--- src/rtl/ao_apb_initiator_pkg.sv ---
// ao_apb_initiator_pkg: shared types and constants for the always-on APB4 initiator.
//   state_t       : transfer FSM states (IDLE, SETUP, ACCESS, RESP)
//   req_t         : request latched at acceptance (write, word-aligned addr, wdata, strb)
//   PPROT_DEFAULT : protection attributes driven on every transfer
//   word_align    : clears byte-offset bits so paddr[1:0] is always 0
package ao_apb_initiator_pkg;

    typedef enum logic [1:0] {IDLE, SETUP, ACCESS, RESP} state_t;

    // addr is held at full 32-bit width; the top truncates it to its AW.
    typedef struct packed {
        logic        write;
        logic [31:0] addr;
        logic [31:0] wdata;
        logic [3:0]  strb;
    } req_t;

    localparam logic [2:0] PPROT_DEFAULT = 3'b000;

    function automatic logic [31:0] word_align(input logic [31:0] a);
        return a & ~32'h3;
    endfunction

endpackage

--- src/rtl/ao_apb_initiator_wdog.sv ---
// ao_apb_initiator_wdog: ACCESS-phase wait counter that flags a stuck slave.
//   i_clk    : clock, rising edge
//   i_rst_n  : asynchronous active-low reset
//   i_start  : clears the count (asserted the cycle before ACCESS is entered)
//   i_tick   : one ACCESS cycle elapsed with pready low
//   o_expire : this tick brings the count to TIMEOUT
// Only instantiated when AO_APB_INITIATOR_TIMEOUT_EN is defined.
module ao_apb_initiator_wdog #(
    parameter int TOW     = 8,
    parameter int TIMEOUT = 255
) (
    input  logic i_clk,
    input  logic i_rst_n,
    input  logic i_start,
    input  logic i_tick,
    output logic o_expire
);

    logic [TOW-1:0] r_cnt;

    always_ff @(posedge i_clk or negedge i_rst_n) begin
        if (!i_rst_n) r_cnt <= '0;
        else if (i_start) r_cnt <= '0;
        else if (i_tick) r_cnt <= r_cnt + 1'b1;
    end

    // r_cnt holds the number of earlier stalled cycles, so the current tick
    // is the TIMEOUT-th one when r_cnt == TIMEOUT-1.
    assign o_expire = i_tick && (r_cnt == TOW'(TIMEOUT - 1));

endmodule

--- src/rtl/ao_apb_initiator.sv ---
// ao_apb_initiator: APB4 requester for the always-on domain, one transfer outstanding.
//   i_pclk, i_resetn          : clock (rising edge), asynchronous active-low reset
//   i_req_* / o_req_ready     : request channel (write, addr, wdata, strb), valid/ready
//   o_rsp_* / i_rsp_ready     : registered response (rdata, err, timeout), valid/ready
//   o_psel ... o_pprot        : APB4 requester outputs, all registered
//   i_prdata, i_pready, i_pslverr : APB4 completer inputs
// Optional: define AO_APB_INITIATOR_TIMEOUT_EN to abort ACCESS after TIMEOUT
// stalled cycles; otherwise ACCESS waits indefinitely and o_rsp_timeout stays 0.
module ao_apb_initiator
    import ao_apb_initiator_pkg::*;
#(
    parameter int AW      = 12,
    parameter int TOW     = 8,
    parameter int TIMEOUT = 255
) (
    input  logic          i_pclk,
    input  logic          i_resetn,
    input  logic          i_req_valid,
    output logic          o_req_ready,
    input  logic          i_req_write,
    input  logic [AW-1:0] i_req_addr,
    input  logic [31:0]   i_req_wdata,
    input  logic [3:0]    i_req_strb,
    output logic          o_rsp_valid,
    input  logic          i_rsp_ready,
    output logic [31:0]   o_rsp_rdata,
    output logic          o_rsp_err,
    output logic          o_rsp_timeout,
    output logic          o_psel,
    output logic          o_penable,
    output logic          o_pwrite,
    output logic [AW-1:0] o_paddr,
    output logic [31:0]   o_pwdata,
    output logic [3:0]    o_pstrb,
    output logic [2:0]    o_pprot,
    input  logic [31:0]   i_prdata,
    input  logic          i_pready,
    input  logic          i_pslverr
);

    if (TIMEOUT < 1 || TIMEOUT > 2**TOW - 1) begin : g_bad_cfg
        $error("ao_apb_initiator: TIMEOUT out of range for TOW");
    end

    state_t      r_state;
    req_t        r_req;
    logic        r_psel;
    logic        r_penable;
    logic        r_req_ready;
    logic        r_rsp_valid;
    logic [31:0] r_rsp_rdata;
    logic        r_rsp_err;
    logic        r_rsp_timeout;
    logic        w_expire;

`ifdef AO_APB_INITIATOR_TIMEOUT_EN
    ao_apb_initiator_wdog #(
        .TOW     (TOW),
        .TIMEOUT (TIMEOUT)
    ) u_wdog (
        .i_clk    (i_pclk),
        .i_rst_n  (i_resetn),
        .i_start  (r_state == SETUP),
        .i_tick   (r_state == ACCESS && !i_pready),
        .o_expire (w_expire)
    );
`else
    assign w_expire = 1'b0;
`endif

    always_ff @(posedge i_pclk or negedge i_resetn) begin
        if (!i_resetn) begin
            r_state       <= IDLE;
            r_req         <= '0;
            r_psel        <= 1'b0;
            r_penable     <= 1'b0;
            r_req_ready   <= 1'b1;
            r_rsp_valid   <= 1'b0;
            r_rsp_rdata   <= '0;
            r_rsp_err     <= 1'b0;
            r_rsp_timeout <= 1'b0;
        end else begin
            case (r_state)
                IDLE: if (i_req_valid) begin
                    // Reads carry no strobes on the bus.
                    r_req       <= '{i_req_write, word_align(32'(i_req_addr)), i_req_wdata,
                                     i_req_write ? i_req_strb : 4'h0};
                    r_req_ready <= 1'b0;
                    r_psel      <= 1'b1;
                    r_state     <= SETUP;
                end
                SETUP: begin
                    r_penable <= 1'b1;
                    r_state   <= ACCESS;
                end
                // pready has priority over an expiry in the same cycle; pslverr
                // is only looked at when pready is high.
                ACCESS: if (i_pready || w_expire) begin
                    r_psel        <= 1'b0;
                    r_penable     <= 1'b0;
                    r_rsp_valid   <= 1'b1;
                    r_rsp_rdata   <= (i_pready && !r_req.write) ? i_prdata : '0;
                    r_rsp_err     <= i_pready ? i_pslverr : 1'b1;
                    r_rsp_timeout <= !i_pready;
                    r_state       <= RESP;
                end
                RESP: if (i_rsp_ready) begin
                    r_rsp_valid <= 1'b0;
                    r_req_ready <= 1'b1;
                    r_state     <= IDLE;
                end
                default: r_state <= IDLE;
            endcase
        end
    end

    assign o_req_ready   = r_req_ready;
    assign o_rsp_valid   = r_rsp_valid;
    assign o_rsp_rdata   = r_rsp_rdata;
    assign o_rsp_err     = r_rsp_err;
    assign o_rsp_timeout = r_rsp_timeout;
    assign o_psel        = r_psel;
    assign o_penable     = r_penable;
    assign o_pwrite      = r_req.write;
    assign o_paddr       = AW'(r_req.addr);
    assign o_pwdata      = r_req.wdata;
    assign o_pstrb       = r_req.strb;
    assign o_pprot       = PPROT_DEFAULT;

endmodule
--- config.mk ---
export PLATFORM = sky130hd
export DESIGN_NAME = ao_apb_initiator
export DESIGN_NICKNAME = d
export VERILOG_FILES = /design/src/rtl/ao_apb_initiator_pkg.sv /design/src/rtl/ao_apb_initiator_wdog.sv /design/src/rtl/ao_apb_initiator.sv
export SDC_FILE = /design/constraint.sdc
export NUM_CORES = 1
export LEC_CHECK = 0
export BUFFER_PORTS_ARGS = -buffer_cell sky130_fd_sc_hd__buf_2
export CAP_MARGIN = 20
export CORE_MARGIN = 2
export CORE_UTILIZATION = 41
export DETAILED_ROUTE_END_ITERATION = 7
export PLACE_DENSITY = 0.76
export SLEW_MARGIN = 0
export SYNTH_ARGS = -nofsm -noshare
export SYNTH_HDL_FRONTEND = slang
export SYNTH_SLANG_ARGS = --single-unit
--- constraint.sdc ---
create_clock -name i_pclk -period 1.65 [get_ports i_pclk]
set_clock_uncertainty 0.15 [all_clocks]
set_input_delay 0.33 -clock i_pclk [delete_from_list [all_inputs] [get_ports i_pclk]]
set_output_delay 0.33 -clock i_pclk [all_outputs]
set_load 0.02 [all_outputs]
# --- Word-level counts from Yosys, hierarchy flattened ---
# Index checks and enable logic that the tools add are counted.
totals:
  register_bits: 87
  output_inout_bits: 90
  inputBits: 87
  elab_cells: 49
op_classes:
  n_eq_ne: 6
  reduce_logical: 15
  muxes: 16
op_table:
  columns: ["operator", "n"]
  rows:
  - ["$mux W32", 1]
  - ["$reduce_and A3 Y1", 4]
  - ["$pmux W1 S2", 4]
  - ["$pmux W2 S4", 1]
  - ["$reduce_bool A2 Y1", 4]
  - ["$mux W1", 6]
  - ["$mux W2", 3]
  - ["$ne A2 B2 Y1 const B", 3]
  - ["$reduce_and A2 Y1", 3]
  - ["$eq A2 B2 Y1 const B", 2]
  - ["$mux W4", 1]
  - ["$eq A2 B1 Y1 const B", 1]
  - ["$logic_not A1 Y1", 2]
  - ["$logic_not A2 Y1", 1]
  - ["$logic_and A1 B1 Y1", 1]

# --- Longest topological paths before layout ---
# Gate-level depths: netlist of the first run.
logic_depth:
  depth_word: 3
  ltp_mapped: 7
  ltp_nobuf: 5

# --- Worst setup path before layout of the first run ---
# Ideal clock, no wire load.
synth_path:
  kind: "flip-flop to flip-flop"
  start: "register r_state[0]"
  end: "register r_state[1]"
  arrival_time_ns: 1.465
  required_time_ns: 1.373
  path_buffers: 0
  path_slack_ns: -0.093
  path_stages_with_launch: 5
  setup_time_ns: 0.127
  synth_period_minus_slack_ns: 1.743
  path_cell_list: "dfrtp_1 > inv_1 > ha_1 > a222oi_1 > mux2_1"
synth_between:
  elab_chain_len: 3
  word_cells_on_any_way: 9
  classes_between: "eq/ne (6); mux (1); reduce/logical (2)"
synth_rtl:
  columns: ["element", "line_no", "rtl"]
  rows:
  - ["start, declared", "ao_apb_initiator.sv:45", "state_t r_state;"]
  - ["start signal, assigned", "ao_apb_initiator.sv:73", "r_state <= IDLE;"]
  - ["start signal, assigned", "ao_apb_initiator.sv:90", "r_state <= SETUP;"]
  - ["start signal, assigned", "ao_apb_initiator.sv:94", "r_state <= ACCESS;"]
  - ["$eq A2 B2 Y1 or $logic_not A2 Y1 (tied branches)", "ao_apb_initiator.sv:83", "case (r_state)"]
  - ["$ne A2 B2 Y1 (no line)", null, null]
  - ["$reduce_and A3 Y1 (no line)", null, null]
# Several ways; a longest one is shown, not always the timed one.
# A chain may end at the register's enable or synchronous reset.

# --- Worst setup path in the final report of the first run ---
layout_path:
  start: "register r_state[1]"
  end: "register r_state[1]"
# Same word-level chain as after synthesis.

==> out/metrics.cfg, run 1 <==
[routing]
ant_nets=0
wire_per_inst_um=14.7
drc=0
via_count=2794
routed_wl_mm=8.72
firstDrtPassIters=4
routed_via_density=4.72
drtIter0Drc=64

[floorplanning]
dieWidth_um=96.9
design.die.area_mm2=0.00938
ioPinCount=177
rows=33
die_h_um=96.9
coreArea_mm2=0.00830
start_util_pct=42.6

[hold_path]
hold_path.class=in2reg

[synth]
synthTopCellsByCount=dfrtp_1 (86), mux2_2 (45), nand2_1 (43)
ys_warn_count=0
synthDistinctLibCells=21
yosys-top-cells-area=dfrtp_1 (61%), mux2_2 (14%), nand2b_1 (5.8%)
synth_edf_count=0
ys_ff_latch=87
yosysSeqAreaShare_pct=61.6
synth_top_area_share_pct=60.9
yosysMostFrequentCell=dfrtp_1
synth_ff_type=dfrtp_1
syn_inst=292
async_flop_share_pct=100
netlist_area_mm2=0.00354
yosys.area.top_type=dfrtp_1
syn_area_per_cell_um2=12.1

[cells_and_area]
fin_util_pct=61.2
area_delta_synth_final_pct=43.7
fin_area_mm2=0.00508
layout-drive-gt1-share_pct=54.4
stdcell_count=592
seqCellArea_mm2=0.00218
fill_cells=726
multi_input_comb_area_mm2=0.00131
fin_nets=575
diodes=0

[grt]
grt_max_degree=48
grt_overflow=0
grt_pass1_vias=2891
grt_usage_pct=18.4
grt_pass1_wl_mm=14.0
antenna_found_initial=0

[critical_path]
cp_num_buf_inv=1
cpPeakStageDelay_ns=0.44
cp_max_fo=4
cp_slowest_cell=dfrtp_1
end_kind=flip-flop
arrival_ns=1.83
crit_type=reg2reg
cp_data_required_time_ns=1.73
worstPathCellList=buf_6 > ha_4 > a222oi_1 > mux2_1
crit_family=flip-flops
cp-start-kind=flip-flop

[outcome]
failed_checks=negative setup slack
outcome=complete, but fails checks

[sta]
final_hold_viol_count=0
drv_slew=0
tns_ns=-0.137
min_period_ns=1.74
whs_ns=0.0451
period_share_pct=106
fmax_mhz=574
setup_ws_ns=-0.0931
rsz0062_at_grt=true
finalSetupViolations=2

[cts]
clock_latency_ns=0.34
numCtsBuffers=9
clock-sinks=87
path_clk_slew_ns=0.10
cts-root-buf=clkbuf_8
cts_tree=yes
htreeDepth=3
clock_path_buffers=2

[power_and_ir_drop]
cellPowerDensity_mw_per_mm2=2070
p_leak_nw=2.62
ir_worst_vdd_uv=882
power_mw=10.5

[placement]
post-dp-hpwl_mm=6.12
place_inst=566
io_buffers=169
gp_congestion=0.748
placed_area_mm2=0.00461
dpl_worst_slack_ns=-0.0897

[flow_run]
max_cap_violations=0

[worst register-to-register path, cell delays in order, from the launching register on]
cell	delay [ns]
dfrtp_1	0.44
buf_6	0.15
ha_4	0.15
a222oi_1	0.38
mux2_1	0.37
[layout make-up]
type,instances,share of cell area (%)
clock buffers,9,2.44
clock inverters,7,2.36
inverters,5,0.369
multi-input cells,184,25.7
flip-flops and latches,87,42.9
well taps,105,2.59
repair buffers,195,23.7
[per-layer routing]
| metal | track usage, % | up-vias | share of wire [%] |
|---|---|---|---|
| li1 | - | 1337 | - |
| met1 | 21.6 | 1331 | 42 |
| met2 | 31.4 | 102 | 50 |
| met3 | 4.19 | 24 | 5.0 |
| met4 | 9.43 | 0 | 3.1 |
| met5 | 0 | - | 0 |
[state kept, by name (all words and copies together), names as in the netlist]
| signal | cells |
|---|---|
| r_state | 2 |
| o_rsp_valid | 1 |
| o_rsp_err | 1 |
| o_pstrb | 4 |
| o_psel | 1 |
| o_paddr | 10 |
| o_pwrite | 1 |
| o_pwdata | 32 |
| o_rsp_timeout | 1 |
| o_req_ready | 1 |
| o_rsp_rdata | 32 |
| o_penable | 1 |
[placed cells by master, fill, tap and decap left out, types with 4 or more instances in the layout]
master	n
nand2b_1	33
clkbuf_16	4
mux2_2	45
o21ai_1	5
buf_4	15
o21ai_0	34
buf_12	5
dfrtp_1	85
buf_2	168
clkbuf_8	9
conb_1	5
nand2_1	41
a21oi_1	4
[kinds of logic (layout without fill, tap and decap cells)]
group                    count (synthesis)  count (layout)  synth area share [%]
AO/OA/AOI/OAI                           45              45                  6.55
adder cells (fa/ha/maj)                  6               6                  2.12
buffers and inverters                   25             216                  3.36
flip-flops                              87              87                  61.6
multiplexers                            48              48                  15.2
other                                    1               5                 0.106
AND/OR/NAND/NOR                         80              80                  11.0
[power by group]
group / internal (mW) / total [mW] / switching [mW] / leakage, nW
Sequential: 3.15 / 3.67 / 0.515 / 1.06
Clock: 1.01 / 1.79 / 0.778 / 0.120
Combinational: 2.25 / 5.05 / 2.80 / 1.45
Total: 6.41 / 10.5 / 4.09 / 2.62
[final timing paths]
path | start | end | slack, ns | cells past startpoint
max | r_state[1] | r_state[1] | -0.09 | 4
min | i_req_wdata[1] | o_pwdata[1] | 0.05 | 2
max reg2reg | r_state[1] | r_state[1] | -0.09 | 4
min reg2reg | o_pstrb[1] | o_pstrb[1] | 0.33 | 2
max in group asynchronous | i_resetn | o_pwrite | 0.48 | 3
min in group asynchronous | i_resetn | o_rsp_rdata[4] | 0.28 | 2
[repair_timing]
| action | in CTS | in global routing |
|---|---|---|
| pin swaps | 2 | 1 |
| gates cloned | 1 | 4 |
| setup endpoints to repair | 59 | 64 |
| resized for setup | 8 | 11 |
| endpoints found under the hold margin | 24 | 0 |
| buffers inserted | 3 | 1 |
| hold buffers | 1 | 0 |
No activity file was read; power rests on OpenSTA's default activity.
==> run 2: changes to the inputs <==
--- a/config.mk
+++ b/config.mk
@@ -10,6 +10,7 @@
 export CORE_MARGIN = 2
 export CORE_UTILIZATION = 41
 export DETAILED_ROUTE_END_ITERATION = 7
+export MAX_ROUTING_LAYER = met4
 export PLACE_DENSITY = 0.76
 export SLEW_MARGIN = 0
 export SYNTH_ARGS = -nofsm -noshare
==> out/metrics.cfg, run 2 (synthesis results as in run 1) <==
[critical_path]
end_kind=flip-flop
r2r-end=r_state[1]
crit_start=r_state[1]
r2r_start=r_state[1]
cpPeakStageDelay_ns=0.43
cp_slowest_cell=dfrtp_1
crit_end=r_state[1]
cp_max_fo=4
arrival_ns=1.82
worstPathCellList=buf_6 > ha_4 > a222oi_1 > mux2_1
crit_type=reg2reg
cp-start-kind=flip-flop
r2r.worst_path.cells=4
cp_data_required_time_ns=1.74
r2r_slack_ns=-0.09

[routing]
wire_per_inst_um=14.8
drtIter0Drc=52
routed_wl_mm=8.76
firstDrtPassIters=5
ant_nets=0
via_count=2796
drc=0
routed_via_density=4.72

[outcome]
failed_checks=negative setup slack
outcome=complete, but fails checks

[cells_and_area]
seqCellArea_mm2=0.00218
final_cell_mix=buf_2 (168), dfrtp_1 (85), mux2_2 (45), nand2_1 (41)
fill_cells=726
layout_commonest_cell=buf_2
area_delta_synth_final_pct=43.7
layout-drive-gt1-share_pct=54.4
multi_input_comb_area_mm2=0.00131
diodes=0
fin_nets=575

[cts]
path_clk_slew_ns=0.10
cts-root-buf=clkbuf_8
clock-sinks=87
cts_tree=yes
htreeDepth=3
clock_latency_ns=0.35
numCtsBuffers=9
clock_path_buffers=2

[placement]
dpl_worst_slack_ns=-0.0897
gp_congestion=0.757
io_buffers=169
post-dp-hpwl_mm=6.12

[floorplanning]
rows=33
design.die.area_mm2=0.00938
dieWidth_um=96.9
die_h_um=96.9
start_util_pct=42.6
ioPinCount=177
coreArea_mm2=0.00830

[grt]
grt_pass1_wl_mm=14.0
grt_max_degree=48
grt_usage_pct=18.9
antenna_found_initial=0
grt_overflow=0
grt_pass1_vias=2889

[sta]
final_hold_viol_count=0
finalSetupViolations=2
whs_ns=0.0411
drv_slew=0
min_period_ns=1.74
fmax_mhz=576
setup_ws_ns=-0.0866
period_share_pct=105
rsz0062_at_grt=true
tns_ns=-0.127

[power_and_ir_drop]
switching_share_pct=39.0
p_leak_nw=2.62
switchingPower_mw=4.10
power_frac_clock_pct=17.1
pwr-share-comb_pct=48.1
ir_worst_vdd_uv=866
cellPowerDensity_mw_per_mm2=2070
power.internal_mw=6.41
p_seq_share_pct=34.8

[flow_run]
max_cap_violations=0

[hold_path]
holdPathStages=2
hold_path.class=in2reg

run 2: cell count changes in the layout (fill, tap and decap cells not counted):
cell,delta
o21ai_0,-1
o21ai_1,+1
run 2: layout make-up:
type                       instances  share of cell area [%]
inverter                           5                   0.369
sequential                        87                    42.9
clock inverter                     7                    2.36
timing repair buffer             195                    23.7
clock buffer                       9                    2.44
tap                              105                    2.59
multi-input combinational        184                    25.7
run 2: worst min path at each step:
stage | startpoint | to
after CTS | i_req_wdata[1] | o_pwdata[1]
after global routing | i_req_wdata[1] | o_pwdata[1]
after detailed placement | i_resetn | o_rsp_rdata[4]
after floorplan | i_resetn | o_paddr[10]
after global placement | i_resetn | o_rsp_rdata[4]
final | i_req_wdata[6] | o_pwdata[6]
run 2: critical path, delay by kind of cell (launching register included):
kind,cells,cell delay [ns]
buf+inv,1,0.15
fa+ha+maj,1,0.15
compound gates,1,0.38
flops,1,0.43
mux,1,0.37
run 2: power groups by stage:
| stage | registers (mW) | clock network (mW) | logic, mW |
|---|---|---|---|
| 4_1_cts | 3.67 | 1.83 | 4.84 |
| 3_5_place_dp | 3.72 | 0 | 4.66 |
| 2_1_floorplan | 4.90 | 0 | 1.67 |
| 3_3_place_gp | 3.64 | 0 | 4.55 |
| 5_1_grt | 3.81 | 1.94 | 5.44 |
| 6_report | 3.66 | 1.79 | 5.05 |
run 2: metal layers:
metal  vias up  global-route usage, %  share of wire [%]
li1       1337                      -                  -
met1      1330                   22.1                 41
met2       107                   31.3                 51
met3        22                   4.70                5.2
met4         0                   8.13                2.5
met5         -                      -                  0
run 2: stage by stage:
step / utilization [%] / cell area (µm²) / cells / total power, mW
detailed placement: 55.5 / 4610 / 566 / 8.38
floorplan: - / 3560 / 296 / 6.57
finish: 61.2 / 5080 / 592 / 10.5
global placement: 55.5 / 4610 / 566 / 8.19
global route: 61.2 / 5080 / 592 / 11.2
CTS: 59.5 / 4940 / 587 / 10.3
run 2: repair_timing:
action,in CTS,in global routing
hold endpoints to repair,24,0
gates resized for setup,8,12
pin swaps,2,1
gates cloned,1,4
buffers inserted,3,1
hold buffers,1,0
setup endpoints to repair,59,64
==> run 3: changes to the inputs <==
--- a/config.mk
+++ b/config.mk
@@ -8,10 +8,9 @@
 export BUFFER_PORTS_ARGS = -buffer_cell sky130_fd_sc_hd__buf_2
 export CAP_MARGIN = 20
 export CORE_MARGIN = 2
-export CORE_UTILIZATION = 41
+export CORE_UTILIZATION = 49
 export DETAILED_ROUTE_END_ITERATION = 7
-export MAX_ROUTING_LAYER = met4
-export PLACE_DENSITY = 0.76
+export PLACE_DENSITY = 0.85
 export SLEW_MARGIN = 0
 export SYNTH_ARGS = -nofsm -noshare
 export SYNTH_HDL_FRONTEND = slang
==> constraint.sdc (replaced) <==
create_clock -name i_pclk -period 2.2 [get_ports i_pclk]
set_clock_uncertainty 0.15 [all_clocks]
set_input_delay 0.44 -clock i_pclk [delete_from_list [all_inputs] [get_ports i_pclk]]
set_output_delay 0.44 -clock i_pclk [all_outputs]
set_load 0.005 [all_outputs]
==> out/metrics.cfg, run 3 (synthesis results as in run 1) <==
[grt]
grt_max_degree=53
grt_usage_pct=19.6
grt_pass1_vias=2630
antenna_found_initial=0
grt_pass1_wl_mm=11.8
grt_overflow=0

[sta]
max-slew-margin-rel_pct=62.7
final_hold_viol_count=0
period_share_pct=87.4
fmax_mhz=520
finalSetupViolations=0
min_period_ns=1.92
drv_slew=0
setup_ws_ns=0.277
worst_pin_slew_ns=0.560
tns_ns=0
rsz0062_at_grt=false

[critical_path]
cpPeakStageDelay_ns=0.52
cp-start-kind=flip-flop
cp_data_required_time_ns=2.26
arrival_ns=1.99
cp_num_buf_inv=1
worstPathCellList=inv_1 > ha_1 > a222oi_1 > mux2_1
crit_family=compound AO/OA/AOI/OAI gates
end_kind=flip-flop
cp_max_fo=5
crit_type=reg2reg
cp_slowest_cell=a222oi_1

[routing]
routed_via_density=4.73
drtIter0Drc=59
wire_per_inst_um=13.9
via_count=2655
ant_nets=0
firstDrtPassIters=4
routed_wl_mm=7.82
drc=0

[cts]
cts-root-buf=clkbuf_8
path_clk_slew_ns=0.08
htreeDepth=3
clock_latency_ns=0.33
cts_resized=0
numCtsBuffers=9
cts_tree=yes
clock-sinks=87
clock_path_buffers=2

[cells_and_area]
diodes=0
fin_nets=555
fin_area_mm2=0.00467
area_delta_synth_final_pct=32.2
fin_util_pct=67.7
layout-drive-gt1-share_pct=51.0
layout_commonest_cell=buf_2
final_cell_mix=buf_2 (168), dfrtp_1 (86), mux2_2 (45), nand2_1 (41), o21ai_0 (39)

[power_and_ir_drop]
power.internal_mw=4.19
p_leak_nw=2.43
ir_worst_vdd_uv=767
switchingPower_mw=2.00
switching_share_pct=32.3
power_frac_clock_pct=16.5
p_seq_share_pct=44.6
pwr-share-comb_pct=38.9
power_mw=6.19
cellPowerDensity_mw_per_mm2=1330

[floorplanning]
die_h_um=88.9
ioPinCount=177
dieWidth_um=88.9
start_util_pct=51.2
coreArea_mm2=0.00691
rows=30
design.die.area_mm2=0.00791

[placement]
post-dp-hpwl_mm=5.97
placed_area_mm2=0.00449
io_buffers=169
dpl_worst_slack_ns=0.278
gp_congestion=0.742

[flow_run]
max_cap_violations=0

[hold_path]
hold_path.class=in2reg

[outcome]
outcome=complete, no violations

-- run 3: worst reg2reg max path: stages, from the launching register on --
cell and delay (ns):
dfrtp_1 0.39, inv_1 0.12, ha_1 0.26, a222oi_1 0.52, mux2_1 0.37
-- run 3: layout make-up --
class,count,area [µm²]
sequential,87,2180
fill,580,2230
clock buffer,10,128
timing repair buffer,175,921
tap,96,120
inverter,5,18.8
multi-input combinational,184,1260
clock inverter,4,48.8
-- run 3: power by group through the flow --
stage | Sequential, mW | Clock, mW | Combinational, mW
after floorplan | 2.83 | 0 | 1.24
after global placement | 2.73 | 0 | 2.35
after detailed placement | 2.79 | 0 | 2.45
after CTS | 2.76 | 1.06 | 2.45
after global routing | 2.86 | 1.12 | 2.71
final | 2.76 | 1.02 | 2.41
-- run 3: repair_timing --
| action | CTS | global route |
|---|---|---|
| setup buffers | 0 | 0 |
| hold buffers | 1 | 0 |
| hold endpoints to repair | 42 | 0 |
-- run 3: final timing paths --
check / from / endpoint / slack, ns / depth (start not counted)
worst max-delay path: r_state[0] / r_state[1] / 0.28 / 4
worst min-delay path: i_req_wdata[28] / o_pwdata[28] / 0.18 / 2
worst max register to register: r_state[0] / r_state[1] / 0.28 / 4
worst min register to register: o_rsp_rdata[28] / o_rsp_rdata[28] / 0.33 / 2
max in group asynchronous: i_resetn / o_rsp_rdata[24] / 0.79 / 3
min in group asynchronous: i_resetn / r_state[0] / 0.50 / 2
-- run 3: stage by stage --
step | hold slack [ns] | std cells
floorplan | -0.00559 | 296
global placement | 0.308 | 546
detailed placement | 0.315 | 546
CTS | 0.154 | 561
global route | 0.156 | 561
finish | 0.178 | 561
-- run 3: layer usage --
metal / GRT usage (%) / vias to the layer above / wire (µm)
met2: 36.0 / 87 / 4270
met3: 4.52 / 16 / 437
li1: - / 1302 / -
met5: 0 / - / 0
met1: 21.3 / 1250 / 2930
met4: 9.50 / 0 / 192
